**config.mk**
```make
export PLATFORM = sky130hd
export DESIGN_NAME = pwm_brightness_ctrl
export DESIGN_NICKNAME = d
export VERILOG_FILES = /design/src/rtl/pwm_brightness_pkg.sv /design/src/rtl/button_debounce.sv /design/src/rtl/pwm_brightness_ctrl.sv
export SDC_FILE = /design/constraint.sdc
export NUM_CORES = 1
export LEC_CHECK = 0
export ABC_AREA = 1
export BUFFER_PORTS_ARGS = -buffer_cell sky130_fd_sc_hd__buf_4
export CORE_MARGIN = 3
export CORE_UTILIZATION = 61
export DETAILED_ROUTE_END_ITERATION = 16
export GPL_TIMING_DRIVEN = 0
export PLACE_DENSITY = 0.79
export SKIP_CTS_REPAIR_TIMING = 1
export SYNTH_ARGS = -nofsm -noshare
export SYNTH_HDL_FRONTEND = slang
export SYNTH_HIERARCHICAL = 1
export SYNTH_SLANG_ARGS = --single-unit
```
**constraint.sdc**
```tcl
create_clock -name Clk -period 2.4 [get_ports Clk]
set_input_delay 0.12 -clock Clk [delete_from_list [all_inputs] [get_ports Clk]]
set_output_delay 0.12 -clock Clk [all_outputs]
set_load 0.05 [all_outputs]
```
**src/rtl/pwm_brightness_pkg.sv**
```systemverilog
// Shared types and default constants for the button-stepped PWM brightness controller.
package pwm_brightness_pkg;

    // Debounce FSM states: two stable states, each with a qualifying wait state.
    typedef enum logic [1:0] {
        RELEASED     = 2'd0,
        PRESS_WAIT   = 2'd1,
        PRESSED      = 2'd2,
        RELEASE_WAIT = 2'd3
    } db_state_e;

    // 20 ms of stable input at 50 MHz.
    localparam int DEF_DEBOUNCE_CYCLES = 1_000_000;
    localparam int DEF_LEVEL_BITS      = 3;
    localparam int DEF_PWM_BITS        = 8;

endpackage

```
**src/rtl/button_debounce.sv**
```systemverilog
// Two-flop synchroniser plus counting debounce FSM for a raw push-button.
// Emits a one-cycle Step pulse per accepted press; releases are qualified
// the same way but produce no pulse. Reusable for any active-high button.
module button_debounce
    import pwm_brightness_pkg::*;
#(
    parameter int DEBOUNCE_CYCLES = DEF_DEBOUNCE_CYCLES
) (
    input  logic Clk,
    input  logic nReset,
    input  logic Button,
    output logic Step,
    output logic Pressed
);

    localparam int              CNT_W   = $clog2(DEBOUNCE_CYCLES);
    localparam logic [CNT_W-1:0] CNT_MAX = CNT_W'(DEBOUNCE_CYCLES - 1);
    localparam logic [CNT_W-1:0] CNT_ONE = CNT_W'(1);

    logic             s1_q, s2_q;
    db_state_e        state_q, state_d;
    logic [CNT_W-1:0] cnt_q, cnt_d;
    logic             step_q, step_d;

    // Synchroniser: only s2 is safe to use downstream.
    always_ff @(posedge Clk or negedge nReset) begin
        if (!nReset) begin
            s1_q <= 1'b0;
            s2_q <= 1'b0;
        end else begin
            s1_q <= Button;
            s2_q <= s1_q;
        end
    end

    // FSM state, stability counter and registered step pulse.
    always_ff @(posedge Clk or negedge nReset) begin
        if (!nReset) begin
            state_q <= RELEASED;
            cnt_q   <= '0;
            step_q  <= 1'b0;
        end else begin
            state_q <= state_d;
            cnt_q   <= cnt_d;
            step_q  <= step_d;
        end
    end

    // Next-state logic: any glitch in a wait state falls back to the opposite
    // stable state, so the full window restarts on the next change.
    always_comb begin
        state_d = state_q;
        cnt_d   = cnt_q;
        step_d  = 1'b0;
        case (state_q)
            RELEASED: begin
                cnt_d = '0;
                if (s2_q) begin
                    state_d = PRESS_WAIT;
                    cnt_d   = CNT_ONE;
                end
            end
            PRESS_WAIT: begin
                if (!s2_q) begin
                    state_d = RELEASED;
                    cnt_d   = '0;
                end else if (cnt_q == CNT_MAX) begin
                    state_d = PRESSED;
                    cnt_d   = '0;
                    step_d  = 1'b1;
                end else begin
                    cnt_d = cnt_q + CNT_ONE;
                end
            end
            PRESSED: begin
                cnt_d = '0;
                if (!s2_q) begin
                    state_d = RELEASE_WAIT;
                    cnt_d   = CNT_ONE;
                end
            end
            RELEASE_WAIT: begin
                if (s2_q) begin
                    state_d = PRESSED;
                    cnt_d   = '0;
                end else if (cnt_q == CNT_MAX) begin
                    state_d = RELEASED;
                    cnt_d   = '0;
                end else begin
                    cnt_d = cnt_q + CNT_ONE;
                end
            end
            default: begin
                state_d = RELEASED;
                cnt_d   = '0;
            end
        endcase
    end

    assign Step    = step_q;
    assign Pressed = (state_q == PRESSED) || (state_q == RELEASE_WAIT);

endmodule

```
**src/rtl/pwm_brightness_ctrl.sv**
```systemverilog
// Button-stepped LED brightness: each debounced press advances a wrapping
// level, which sets the duty of a free-running PWM. Duty is swapped in only
// when the PWM counter wraps, so every emitted period is complete.
module pwm_brightness_ctrl
    import pwm_brightness_pkg::*;
#(
    parameter int DEBOUNCE_CYCLES = DEF_DEBOUNCE_CYCLES,
    parameter int LEVEL_BITS      = DEF_LEVEL_BITS,
    parameter int PWM_BITS        = DEF_PWM_BITS
) (
    input  logic                  Clk,
    input  logic                  nReset,
    input  logic                  Button,
    output logic                  Step,
    output logic [LEVEL_BITS-1:0] Level,
    output logic                  PWM
);

    logic                  step;
    logic                  unused_pressed;
    logic [LEVEL_BITS-1:0] level_q, level_d;
    logic [PWM_BITS-1:0]   cnt_q, cnt_d;
    logic [PWM_BITS-1:0]   duty_q, duty_d;
    logic                  pwm_q, pwm_d;
    logic                  wrap;

    // The debounced level itself is not needed here; only the press pulse is.
    button_debounce #(
        .DEBOUNCE_CYCLES(DEBOUNCE_CYCLES)
    ) u_debounce (
        .Clk    (Clk),
        .nReset (nReset),
        .Button (Button),
        .Step   (step),
        .Pressed(unused_pressed)
    );

    // Level, PWM counter, active duty and registered LED drive.
    always_ff @(posedge Clk or negedge nReset) begin
        if (!nReset) begin
            level_q <= '0;
            cnt_q   <= '0;
            duty_q  <= '0;
            pwm_q   <= 1'b0;
        end else begin
            level_q <= level_d;
            cnt_q   <= cnt_d;
            duty_q  <= duty_d;
            pwm_q   <= pwm_d;
        end
    end

    // Step is registered inside the debouncer, so the visible level is
    // level_q plus the pulse: it changes on the same edge that raises Step,
    // and level_q catches up one edge later when Step drops.
    always_comb begin
        level_d = level_q + LEVEL_BITS'(step);
        cnt_d   = cnt_q + PWM_BITS'(1);
        wrap    = &cnt_q;
        duty_d  = wrap ? {level_d, {(PWM_BITS - LEVEL_BITS){1'b0}}} : duty_q;
        pwm_d   = (cnt_d < duty_d);
    end

    assign Step  = step;
    assign Level = level_d;
    assign PWM   = pwm_q;

endmodule

```
==> summary by stage, run 1 <==
Die
The total die area is 4506 sq um. The region available for standard cell placement spans 3468 sq um. The vertical die dimension is 67.13 microns.

The standard-cell row count is 21. The floorplan step set the die width to 67.13 microns. The effective utilization at floorplan is 65.73%. During I/O placement, the number of pins put on the boundary was 8.

Detailed routing
The total length of routed wires is 4067 microns. The met3 layer wire length in the routed design is 130 microns. The detailed router's first-iteration violation count is 120. The number of antenna-violating nets in the routed design is 0.

The routed wirelength normalized by instance count is 12.32 microns. In the routed design, unresolved DRC markers number 0. The detailed router put a total of 2097 microns of wire on met1.

The overall via count from detail_route is 1660. The top metal layer carrying routed signals is met4. The pre-antenna-repair detailed-routing pass consisted of 4 iterations. After detailed routing, the number of vias per cell comes to 5.030. The met2 wirelength from detailed routing is 1794 microns.

Global routing
The global-route wire length before repair is 7320 microns. The number of global-route vias before repair came to 1643. Entering global routing, the biggest net connects 46 pins. The initial antenna violation count is 0. In the global route stage, overall resource usage came out at 21.86%.

The aggregate global routing overflow is 0.

Timing
The final period demand of the worst path is 1.957 ns. Setup repair after global routing left no endpoint under its margin. The total count of hold-check failures in the final report is 0.

The number of pins with negative max-slew slack in the final report came to 0. The slew at the pin closest to its max-slew limit is 0.5503 ns. The worst slew slack as a fraction of its limit is 63.31%. The final clock skew is 0.007346 ns. The worst hold slack is 0.3505 ns.

The fmax is 510.9 MHz. The aggregate negative setup slack is 0 ns. The worst path uses 81.55% of the clock period.

The total setup violations reported at the end of the flow is 0.

Critical path
On the worst path, the slowest cell contributes a delay of 0.42 ns. Counting both buffers and inverters, the worst setup path holds a total of 1. The largest individual stage delay along the critical path comes from the cell sky130_fd_sc_hd__dfrtp_1. The family with the most delay on the worst path is simple AND/OR/NAND/NOR gates. In this run the worst path has a maximum fanout of 9. The critical path data arrival time is 2.19 ns. STA puts the critical path data required time at 2.64 ns. The launching element type of the critical path is a flip-flop. The critical path endpoint category is a flip-flop. The signal on the critical path passes through ha_1 > nand2_1 > nor2_4 > nand2_4 > inv_2 > or2_1 > o21ai_2 > ha_1 > nand2_1 > o21ai_0 > a21oi_1.

The type of the setup path with the least slack is reg -> reg.

Clock network
CTS built an H-tree with a depth of 2. The number of buffers created by CTS is 5. The worst-skew pair later-pin latency is 0.30 ns.

The maximum root-to-sink buffer count is 2. The CTS tree is built. The clock transition at the registers of the reported paths is 0.09 ns. The clock root buffer is sky130_fd_sc_hd__clkbuf_8. CTS saw 45 sinks.

Yosys
The Yosys step of the flow raised 6 warnings. A synthesized cell averages 8.538 sq um. Counting every net in the synthesized netlist gives 281. The synthesized netlist cell count is 267. The post-synthesis instance area is 2280 sq um.

Layout
The layout-stage area growth over the synthesis result is 10.54%. The repair_antennas step left the layout with diodes totalling 0. The fraction of layout cells with a size suffix above 1 is 14.44%.

After the last flow step, the layout net total stands at 297. The final standard cell count with taps included and fillers excluded is 330. At the end of the flow the core is filled with cells to 72.66%.

Hold path
The worst hold path class is in -> async.

Power
The maximum VDD drop is 0.3874 mV. The total leakage power is 1.211 nW. For this design the ratio of total power to cell area is 601.1 nW/um^2.

Place
The HPWL after detailed placement is 3033 microns. Counting tap cells, the placed design contains a total of 320 instances. The final RePlAce weighted congestion is 0.9564. Input and output buffers added on the ports amount to 7.

Job
Across the run, the number of max-cap violations was 0.

Status
The run finished with clean final reports.
[layout make-up]
type	count	area, sq um
Sequential cell	45	1126
Multi-Input combinational cell	190	1041
Fill cell	275	948.4
Inverter	30	112.6
Timing Repair Buffer	9	72.57
Clock buffer	5	68.82
Tap cell	46	57.56
Clock inverter	3	22.52
Buffer	2	18.77
[per-layer routing]
layer,vias to the layer above,global-route usage (%)
met1,761,30.77
met3,6,5.491
li1,864,-
met5,-,0
met4,0,8.354
met2,29,32.52
[report_power, final]
group / switching, mW / internal, mW / leakage, nW
Clock: 0.263 / 0.207 / 0.0481
Sequential: 0.0434 / 0.795 / 0.604
Combinational: 0.134 / 0.0729 / 0.560
[worst reg2reg max path, cell delays in order, from the launching register on]
cell	delay (ns)
sky130_fd_sc_hd__dfrtp_1	0.42
sky130_fd_sc_hd__ha_1	0.23
sky130_fd_sc_hd__nand2_1	0.14
sky130_fd_sc_hd__nor2_4	0.06
sky130_fd_sc_hd__nand2_4	0.13
sky130_fd_sc_hd__inv_2	0.08
sky130_fd_sc_hd__or2_1	0.22
sky130_fd_sc_hd__o21ai_2	0.08
sky130_fd_sc_hd__ha_1	0.25
sky130_fd_sc_hd__nand2_1	0.08
sky130_fd_sc_hd__o21ai_0	0.09
sky130_fd_sc_hd__a21oi_1	0.11
[metrics by stage]
step	total power [mW]	area [sq um]	worst slack (ns)
after floorplan	0.9893	2298	0.06102
after global placement	1.054	2409	0.4565
after detailed placement	1.061	2409	0.4347
after CTS	1.531	2500	0.4310
after global routing	1.606	2520	0.2945
final	1.515	2520	0.4427
[registers in the layout, summed over array words and instances, names as in the netlist, named ones only]
name and cells:
u_debounce/state_q 1, u_debounce/s2_q 1, u_debounce/s1_q 1, PWM 1
duty_q 8, u_debounce/Step 1, u_debounce/cnt_q 20, level_q 3
cnt_q 8
[worst paths after layout]
check                                          start                        end  slack, ns  cells after the start
min reg2reg                u_debounce/s1_q$_DFF_PN0_  u_debounce/s2_q$_DFF_PN0_       0.35                      0
max reg2reg                       cnt_q[0]$_DFF_PN0_              PWM$_DFF_PN0_       0.44                     11
max                               cnt_q[0]$_DFF_PN0_              PWM$_DFF_PN0_       0.44                     11
max in group asynchronous                     nReset        duty_q[4]$_DFF_PN0_       1.68                      2
min in group Clk           u_debounce/s1_q$_DFF_PN0_  u_debounce/s2_q$_DFF_PN0_       0.35                      0
min                                           nReset        duty_q[6]$_DFF_PN0_       0.35                      2
[layout by cell type, fill, tap and decap left out, drive strengths merged, types with 3 or more instances in the layout]
cell / instances
nand2: 67
nor2: 59
dfrtp: 45
inv: 30
xor2: 13
nand3: 13
ha: 11
buf: 9
a21oi: 6
o21ai: 6
clkbuf: 5
nand4: 4
nor3: 4
xnor2: 3
clkinv: 3
No activity file was read; power rests on OpenSTA's default activity.
==> run 2, diff against run 1 <==
Settings changed: CORE_UTILIZATION 61 to 55, PLACE_DENSITY 0.79 to 0.75.
Clock period 2.4 ns to 1.7 ns, I/O delays scaled along.
==> summary by stage, run 2 (synthesis gave the netlist of run 1 again) <==
Critical path
The instance count on the critical path is 10 (-1). The delay of the slowest cell on the worst path is 0.44 ns (+0.02 ns). The worst setup path is captured at a flip-flop. The family with the most delay on the worst path is adder cells. The critical path goes through ha_4 > ha_4 > xor2_4 > nand2_1 > o21ai_2 > inv_2 > ha_4 > nand2_4 > o21ai_2 > a21oi_2. The data required time at the worst endpoint is 1.89 ns (-0.75 ns). The total buffers and inverters traversed by the critical path is 1 (unchanged). The most repeated library cell on the critical path is sky130_fd_sc_hd__ha_4. The launch point of the worst reg-to-reg path is u_debounce/Step$_DFF_PN0_. The cell with the largest stage delay on the worst path is sky130_fd_sc_hd__dfrtp_2. The type of the setup path with the least slack is reg -> reg. The critical path data arrival time came to 1.96 ns (-0.23 ns).

The launching element type of the critical path is a flip-flop. The length in cells of the worst reg-to-reg path was 10 (-1). The slack of the worst reg-to-reg path is -0.07 ns (-0.51 ns). The endpoint of the worst register-to-register path is PWM$_DFF_PN0_. The top fanout value on the critical path was 3 (-6).

Detailed routing
The via-per-instance ratio is 4.985 (-0.90%). The number of antenna-violating nets in the routed design is 0 (unchanged). The detailed-routing iteration count for the pre-antenna-repair pass is 4 (unchanged).

The total length of routed wires was 4349 microns (+6.9%). The post-detailed-route DRC marker count was 0 (unchanged). The detailed router's first-iteration violation count is 134 (+12%). The overall via count from detail_route is 1690 (+1.8%). The routed wirelength normalized by instance count is 12.83 microns (+4.1%).

Timing
Setup repair after global routing could not meet its margin everywhere. The total setup violations reported at the end of the flow is 1 (+1). The total count of hold-check failures in the final report is 0 (unchanged). The worst slew slack as a fraction of its limit is 62.54% (-0.77 points).

The final period demand of the worst path is 1.769 ns (-0.1879 ns). The fmax is 565.2 MHz (+11%). The number of pins with negative max-slew slack in the final report is 0 (unchanged). The final clock skew was 0.006096 ns (-0.001251 ns).

The final cycle utilization of the critical path is 104.1% (+23 points). The worst setup slack after layout was -0.06941 ns (-0.5121 ns). The slew at the pin closest to its max-slew limit is 0.5619 ns (+0.01159 ns).

Layout
The flip-flop count of the largest register after layout is 20 (unchanged). The filler cell count in the final layout is 313 (+14%). The number of antenna repair diodes is 0 (unchanged). The register area is 1130 sq um (+0.33%). The library cells used most frequently in the layout, excluding fill and tap cells, are 60 x sky130_fd_sc_hd__nand2_1, 49 x sky130_fd_sc_hd__nor2_1, 42 x sky130_fd_sc_hd__dfrtp_1, 26 x sky130_fd_sc_hd__inv_1, 14 x sky130_fd_sc_hd__buf_4. The finished layout cell area came to 2689 sq um (+6.7%).

The fraction of layout cells with a size suffix above 1 is 21.99% (+7.6 points). The largest registers in the layout are u_debounce/cnt_q x20, cnt_q x8, duty_q x8. The largest register by flop count is u_debounce/cnt_q. The count of nets after finishing is 304 (+2.4%).

The final standard cell count with taps included and fillers excluded is 339 (+2.7%). The layout-stage area growth over the synthesis result is 17.95%. The total area of multi-input combinational cells came to 1149 sq um (+10%).

The final core utilization is 70.27% (-2.4 points). Leaving out fill and tap cells, the most frequent cell in the layout is sky130_fd_sc_hd__nand2_1.

Power
The reported net switching power came to 619.2 uW (+41%). The logic gate share of total power came to 14.1% (+0.4 points). The maximum VDD drop came to 0.6688 mV (+73%).

The internal cell power is 1.520 mW (+41%). The power density of the placed cells is 795.6 nW/um^2 (+32%). The total leakage power is 1.257 nW (+3.8%). The share of total power in sequential cells is 55.2% (-0.2 points). The switching part of the total power is 28.95% (-0.10 points). The proportion of power drawn by the clock network is 30.7% (-0.3 points).

Die
The core box area came to 3826 sq um (+10%). The standard-cell row count was 22 (+4.8%). The effective utilization at floorplan is 59.58% (-6.1 points). The total die area is 4953 sq um (+9.9%). The die width is 70.38 microns (+4.8%).

The vertical die dimension was 70.38 microns (+4.8%). The I/O pin count came to 8 (unchanged).

Global routing
The number of global-route vias before repair is 1626 (-1.0%). The aggregate global routing overflow was 0 (unchanged). The pin count of the biggest net entering global routing was 46 (unchanged). The global-route wire length before repair came to 7472 microns (+2.1%). The initial antenna violation count is 0 (unchanged). The combined global-route utilization of all metal layers is 19.36% (-2.5 points).

Clock network
Clock tree synthesis selected as its root buffer the cell sky130_fd_sc_hd__clkbuf_8. The number of H-tree branching levels is 2 (unchanged). The number of buffers created by CTS was 5 (unchanged). The clock transition at the registers of the reported paths is 0.09 ns (about the same). TritonCTS built the clock tree. The maximum root-to-sink buffer count was 2 (unchanged). The sink count of the clock tree is 45 (unchanged).

The worst-skew pair later-pin latency was 0.30 ns (about the same).

Hold path
The worst hold path class is in -> async.

Job
The number of max-capacitance violations reported is 0 (unchanged).

Place
The cell area after placement was 2450 sq um (+1.7%). The count of buffers inserted at the top-level ports is 7 (unchanged). The final RePlAce weighted congestion came to 0.9062 (-5.2%). The pre-CTS setup slack came to -0.2873 ns (-0.7219 ns).

The HPWL after detailed placement came to 3077 microns (+1.5%). The instance count after placement with tap cells included came to 322 (+0.63%).

Status
The checks that failed: negative setup slack. The run finished, with violations left.
-- run 2: final cells by class --
class	instances	share of cell area, %
multi-input combinational	190	42.72
sequential	45	42.02
timing repair buffer	16	4.793
inverter	30	4.281
clock buffer	6	2.699
tap	48	2.234
buffer	2	0.6980
clock inverter	2	0.5584
-- run 2: how the worst max path moves through the flow --
| stage | startpoint | endpoint | slack (ns) |
|---|---|---|---|
| 6_report | u_debounce/Step$_DFF_PN0_ | PWM$_DFF_PN0_ | -0.07 |
| 5_1_grt | cnt_q[0]$_DFF_PN0_ | PWM$_DFF_PN0_ | -0.17 |
| 4_1_cts | cnt_q[0]$_DFF_PN0_ | PWM$_DFF_PN0_ | -0.31 |
| 3_5_place_dp | cnt_q[0]$_DFF_PN0_ | PWM$_DFF_PN0_ | -0.29 |
| 3_3_place_gp | cnt_q[0]$_DFF_PN0_ | PWM$_DFF_PN0_ | -0.25 |
| 2_1_floorplan | u_debounce/Step$_DFF_PN0_ | PWM$_DFF_PN0_ | -0.36 |
-- run 2: per-layer routing --
| metal | global-route usage [%] | up-vias | part of all wire [%] |
|---|---|---|---|
| met2 | 28.17 | 31 | 45 |
| met5 | 0 | - | 0 |
| met4 | 6.383 | 0 | 1.4 |
| li1 | - | 873 | - |
| met3 | 4.892 | 6 | 4.5 |
| met1 | 28.11 | 780 | 49 |
-- run 2: power by group through the flow --
stage	combinational, mW	clock [mW]	sequential (mW)
3_3_place_gp	0.285	0	1.20
6_report	0.301	0.657	1.18
4_1_cts	0.305	0.677	1.18
5_1_grt	0.354	0.722	1.19
3_5_place_dp	0.304	0	1.20
2_1_floorplan	0.208	0	1.19
-- run 2: through the flow --
stage | hold slack, ns | total power, mW | TNS, ns
final | 0.3160 | 2.139 | -0.06941
after global routing | 0.3709 | 2.270 | -0.1747
after CTS | -0.2085 | 2.160 | -0.3129
after detailed placement | 0.1213 | 1.504 | -0.2873
after global placement | 0.1164 | 1.485 | -0.2451
after floorplan | -0.2106 | 1.397 | -0.3556
==> run 3, diff against run 2 <==
Settings changed: SYNTH_HIERARCHICAL 1 to not set.
==> summary by stage, run 3 <==
Yosys
The post-synthesis instance area came to 2261 sq um (-0.82%). The cell taking the most area after synthesis is sky130_fd_sc_hd__dfrtp_1. The synthesized netlist cell count is 253 (-5.2%).

The mean area per synthesized cell came to 8.936 sq um (+4.7%). In this run the biggest area consumer among cell types represents 49.81% of the synthesized area. In the synthesized netlist the async set-or-reset flop fraction comes to 100.0%. The distinct cell type count of the synthesized netlist is 23.

The Yosys warning count is 0 (-6). The number of synthesized flops with an enable pin is 0. Yosys attributes the largest share of cell area to sky130_fd_sc_hd__dfrtp_1 50%, sky130_fd_sc_hd__nand2_1 7.5%, sky130_fd_sc_hd__xor2_1 6.2%. Among all flip-flop cells after synthesis, the most frequent one is sky130_fd_sc_hd__dfrtp_1.

By count the netlist is led by 45 x sky130_fd_sc_hd__dfrtp_1, 45 x sky130_fd_sc_hd__nand2_1, 37 x sky130_fd_sc_hd__nor2_1. The flip-flop and latch count after synthesis is 45. After synthesis, flip-flops and latches occupy 49.81% of the total area. The number of nets in the synthesized netlist came to 267 (-5.0%).

Layout
The filler cell count in the final layout is 269 (-14%). The flip-flop count of the largest register after layout is 20 (unchanged). Relative to the synthesized area, the layout overhead comes to 21.58%. Leaving out fill and tap cells, the most frequent cell in the layout is sky130_fd_sc_hd__dfrtp_1. In the layout the commonest cells are 44 x sky130_fd_sc_hd__dfrtp_1, 40 x sky130_fd_sc_hd__nand2_1, 34 x sky130_fd_sc_hd__nor2_1, 30 x sky130_fd_sc_hd__inv_1, 18 x sky130_fd_sc_hd__buf_4.

In the final layout, the registers with the most flip-flops are u_debounce.cnt_q x20, cnt_q x8, duty_q x8. The count of nets after finishing is 293 (-3.6%). The number of antenna repair diodes is 0 (unchanged). The fraction of layout cells with a size suffix above 1 is 26.07% (+4.1 points). Counting flops per register, the top entry is u_debounce.cnt_q.

Status
The checks that failed: negative setup slack. The run finished, with violations left.

Critical path
The delay of the slowest cell on the worst path is 0.42 ns (-0.02 ns). The critical path data arrival time is 2.02 ns (+0.06 ns). The total buffers and inverters traversed by the critical path was 2 (+1). The launching element type of the critical path is a flip-flop. The top fanout value on the critical path came to 6 (+3). The data required time at the worst endpoint is 1.93 ns (+0.04 ns). The worst setup path is of the reg -> reg kind.

The critical path endpoint category is a flip-flop. For this design, the slowest cell found on the critical path is sky130_fd_sc_hd__dfrtp_1. In this run the critical register-to-register path is launched from cnt_q[0]$_DFF_PN0_. Walking the worst path, the cells encountered are ha_2 > inv_2 > nor2_4 > nand2_4 > inv_4 > or2_4 > o21ai_2 > ha_1 > nand2_4 > o21ai_2 > a21oi_1. The endpoint of the worst register-to-register path is PWM$_DFF_PN0_. The slack of the worst reg-to-reg path is -0.09 ns (-0.02 ns). The length in cells of the worst reg-to-reg path was 11 (+1). The family with the most delay on the worst path is adder cells.

Clock network
The number of H-tree branching levels is 2 (unchanged). TritonCTS built the clock tree. The clock root buffer is sky130_fd_sc_hd__clkbuf_8. The maximum root-to-sink buffer count is 2 (unchanged). The worst-skew pair later-pin latency was 0.30 ns (about the same). The sink count of the clock tree came to 45 (unchanged). The clock transition at the registers of the reported paths is 0.08 ns (about the same). The number of buffers created by CTS is 5 (unchanged).

Detailed routing
The detailed-routing iteration count for the pre-antenna-repair pass came to 4 (unchanged). The total length of routed wires is 4759 microns (+9.4%). The routed wirelength normalized by instance count is 14.51 microns (+13%). The number of antenna-violating nets in the routed design is 0 (unchanged). The via-per-instance ratio is 5.320 (+6.7%). The post-detailed-route DRC marker count is 0 (unchanged). The overall via count from detail_route is 1745 (+3.3%). The detailed router's first-iteration violation count is 202 (+51%).

Place
The final RePlAce weighted congestion came to 0.8393 (-7.4%). The HPWL after detailed placement is 2942 microns (-4.4%). The count of buffers inserted at the top-level ports is 7 (unchanged).

Global routing
The number of global-route vias before repair is 1598 (-1.7%). The combined global-route utilization of all metal layers is 18.64% (-0.72 points). The pin count of the biggest net entering global routing came to 46 (unchanged). The global-route wire length before repair is 7334 microns (-1.8%). The aggregate global routing overflow was 0 (unchanged). The initial antenna violation count was 0 (unchanged).

Timing
The worst setup slack after layout is -0.09316 ns (-0.02375 ns). The aggregate negative setup slack is -0.09316 ns (-0.02375 ns). The fmax is 557.7 MHz (-1.3%). The final cycle utilization of the critical path came to 105.5% (+1.4 points).

The total count of hold-check failures in the final report was 0 (unchanged). Setup repair after global routing could not meet its margin everywhere. The slew at the pin closest to its max-slew limit is 0.5425 ns (-0.01942 ns). The number of pins with negative max-slew slack in the final report was 0 (unchanged). The total setup violations reported at the end of the flow is 1 (unchanged). The final clock skew is 0.005861 ns (-0.0002350 ns).

The final period demand of the worst path is 1.793 ns (+0.02375 ns). The worst slew slack as a fraction of its limit came to 63.83% (+1.3 points).

Die
The I/O pin count is 8 (unchanged). The die width came to 70.12 microns (-0.38%). The effective utilization at floorplan is 59.52% (-0.062 points). The total die area is 4916 sq um (-0.75%). The vertical die dimension is 70.12 microns (-0.38%). The core box area came to 3799 sq um (-0.72%). The standard-cell row count came to 22 (unchanged).

Job
The number of max-capacitance violations reported is 0 (unchanged).

Power
The power density of the placed cells came to 679.7 nW/um^2 (-15%). The total leakage power is 1.293 nW (+2.9%). The sum of internal, switching and leakage power was 1.868 mW (-13%). The maximum VDD drop is 0.4500 mV (-33%).

Hold path
In this run the worst hold path is classified as in -> async.
==> run 3: through the flow <==
step / setup slack (ns) / area (sq um) / hold WS [ns] / utilization [%] / std cells
CTS: -0.5841 / 2512 / -0.2133 / 66.14 / 316
global route: -0.1979 / 2749 / 0.3604 / 72.37 / 328
floorplan: -0.3893 / 2306 / -0.2106 / - / 253
global placement: -0.4665 / 2419 / 0.1147 / 63.67 / 308
finish: -0.09316 / 2749 / 0.3111 / 72.37 / 328
detailed placement: -0.5483 / 2419 / 0.1138 / 63.67 / 308
==> run 3: how the worst max path moves through the flow <==
| stage | from | endpoint | slack [ns] | cells past startpoint |
|---|---|---|---|---|
| after floorplan | u_debounce.Step$_DFF_PN0_ | PWM$_DFF_PN0_ | -0.39 | 10 |
| after global placement | cnt_q[0]$_DFF_PN0_ | PWM$_DFF_PN0_ | -0.47 | 12 |
| after detailed placement | cnt_q[0]$_DFF_PN0_ | PWM$_DFF_PN0_ | -0.55 | 12 |
| after CTS | cnt_q[0]$_DFF_PN0_ | PWM$_DFF_PN0_ | -0.58 | 12 |
| after global routing | cnt_q[0]$_DFF_PN0_ | PWM$_DFF_PN0_ | -0.20 | 10 |
| final | cnt_q[0]$_DFF_PN0_ | PWM$_DFF_PN0_ | -0.09 | 11 |
==> run 3: cells by family after synthesis <==
kind of cell,Yosys count,synth area share [%]
AO/OA/AOI/OAI,14,3.099
XOR/XNOR,21,8.135
adder cells (fa/ha/maj),11,6.087
buffers and inverters,37,6.475
flip-flops,45,49.81
AND/OR/NAND/NOR,125,26.40
==> run 3: final cells by class <==
class / instances / area (sq um) / share of cell area, %
multi-input combinational: 171 / 1167 / 42.47
sequential: 45 / 1127 / 41.01
timing repair buffer: 19 / 151.4 / 5.507
inverter: 35 / 133.9 / 4.870
clock buffer: 7 / 86.33 / 3.141
tap: 48 / 60.06 / 2.185
buffer: 2 / 15.01 / 0.5462
clock inverter: 1 / 7.507 / 0.2731
==> run 3: worst reg2reg max path, delay by kind of cell (launching register included) <==
family	cells	cell delay [ns]
flops	1	0.42
buf+inv	2	0.11
compound gates	3	0.24
simple gates	4	0.47
fa+ha+maj	2	0.48
==> run 3: power by group <==
group	switching, mW	internal (mW)	leakage, nW
Sequential	0.0136	1.08	0.604
Clock	0.359	0.330	0.0445
Combinational	0.0510	0.0331	0.644
==> run 3: routing by layer <==
layer	vias to the layer above	track usage, %	part of all wire, %
met2	51	27.39	50
li1	854	-	-
met5	-	0	0
met1	826	27.01	44
met3	14	4.892	3.8
met4	0	5.745	2.4
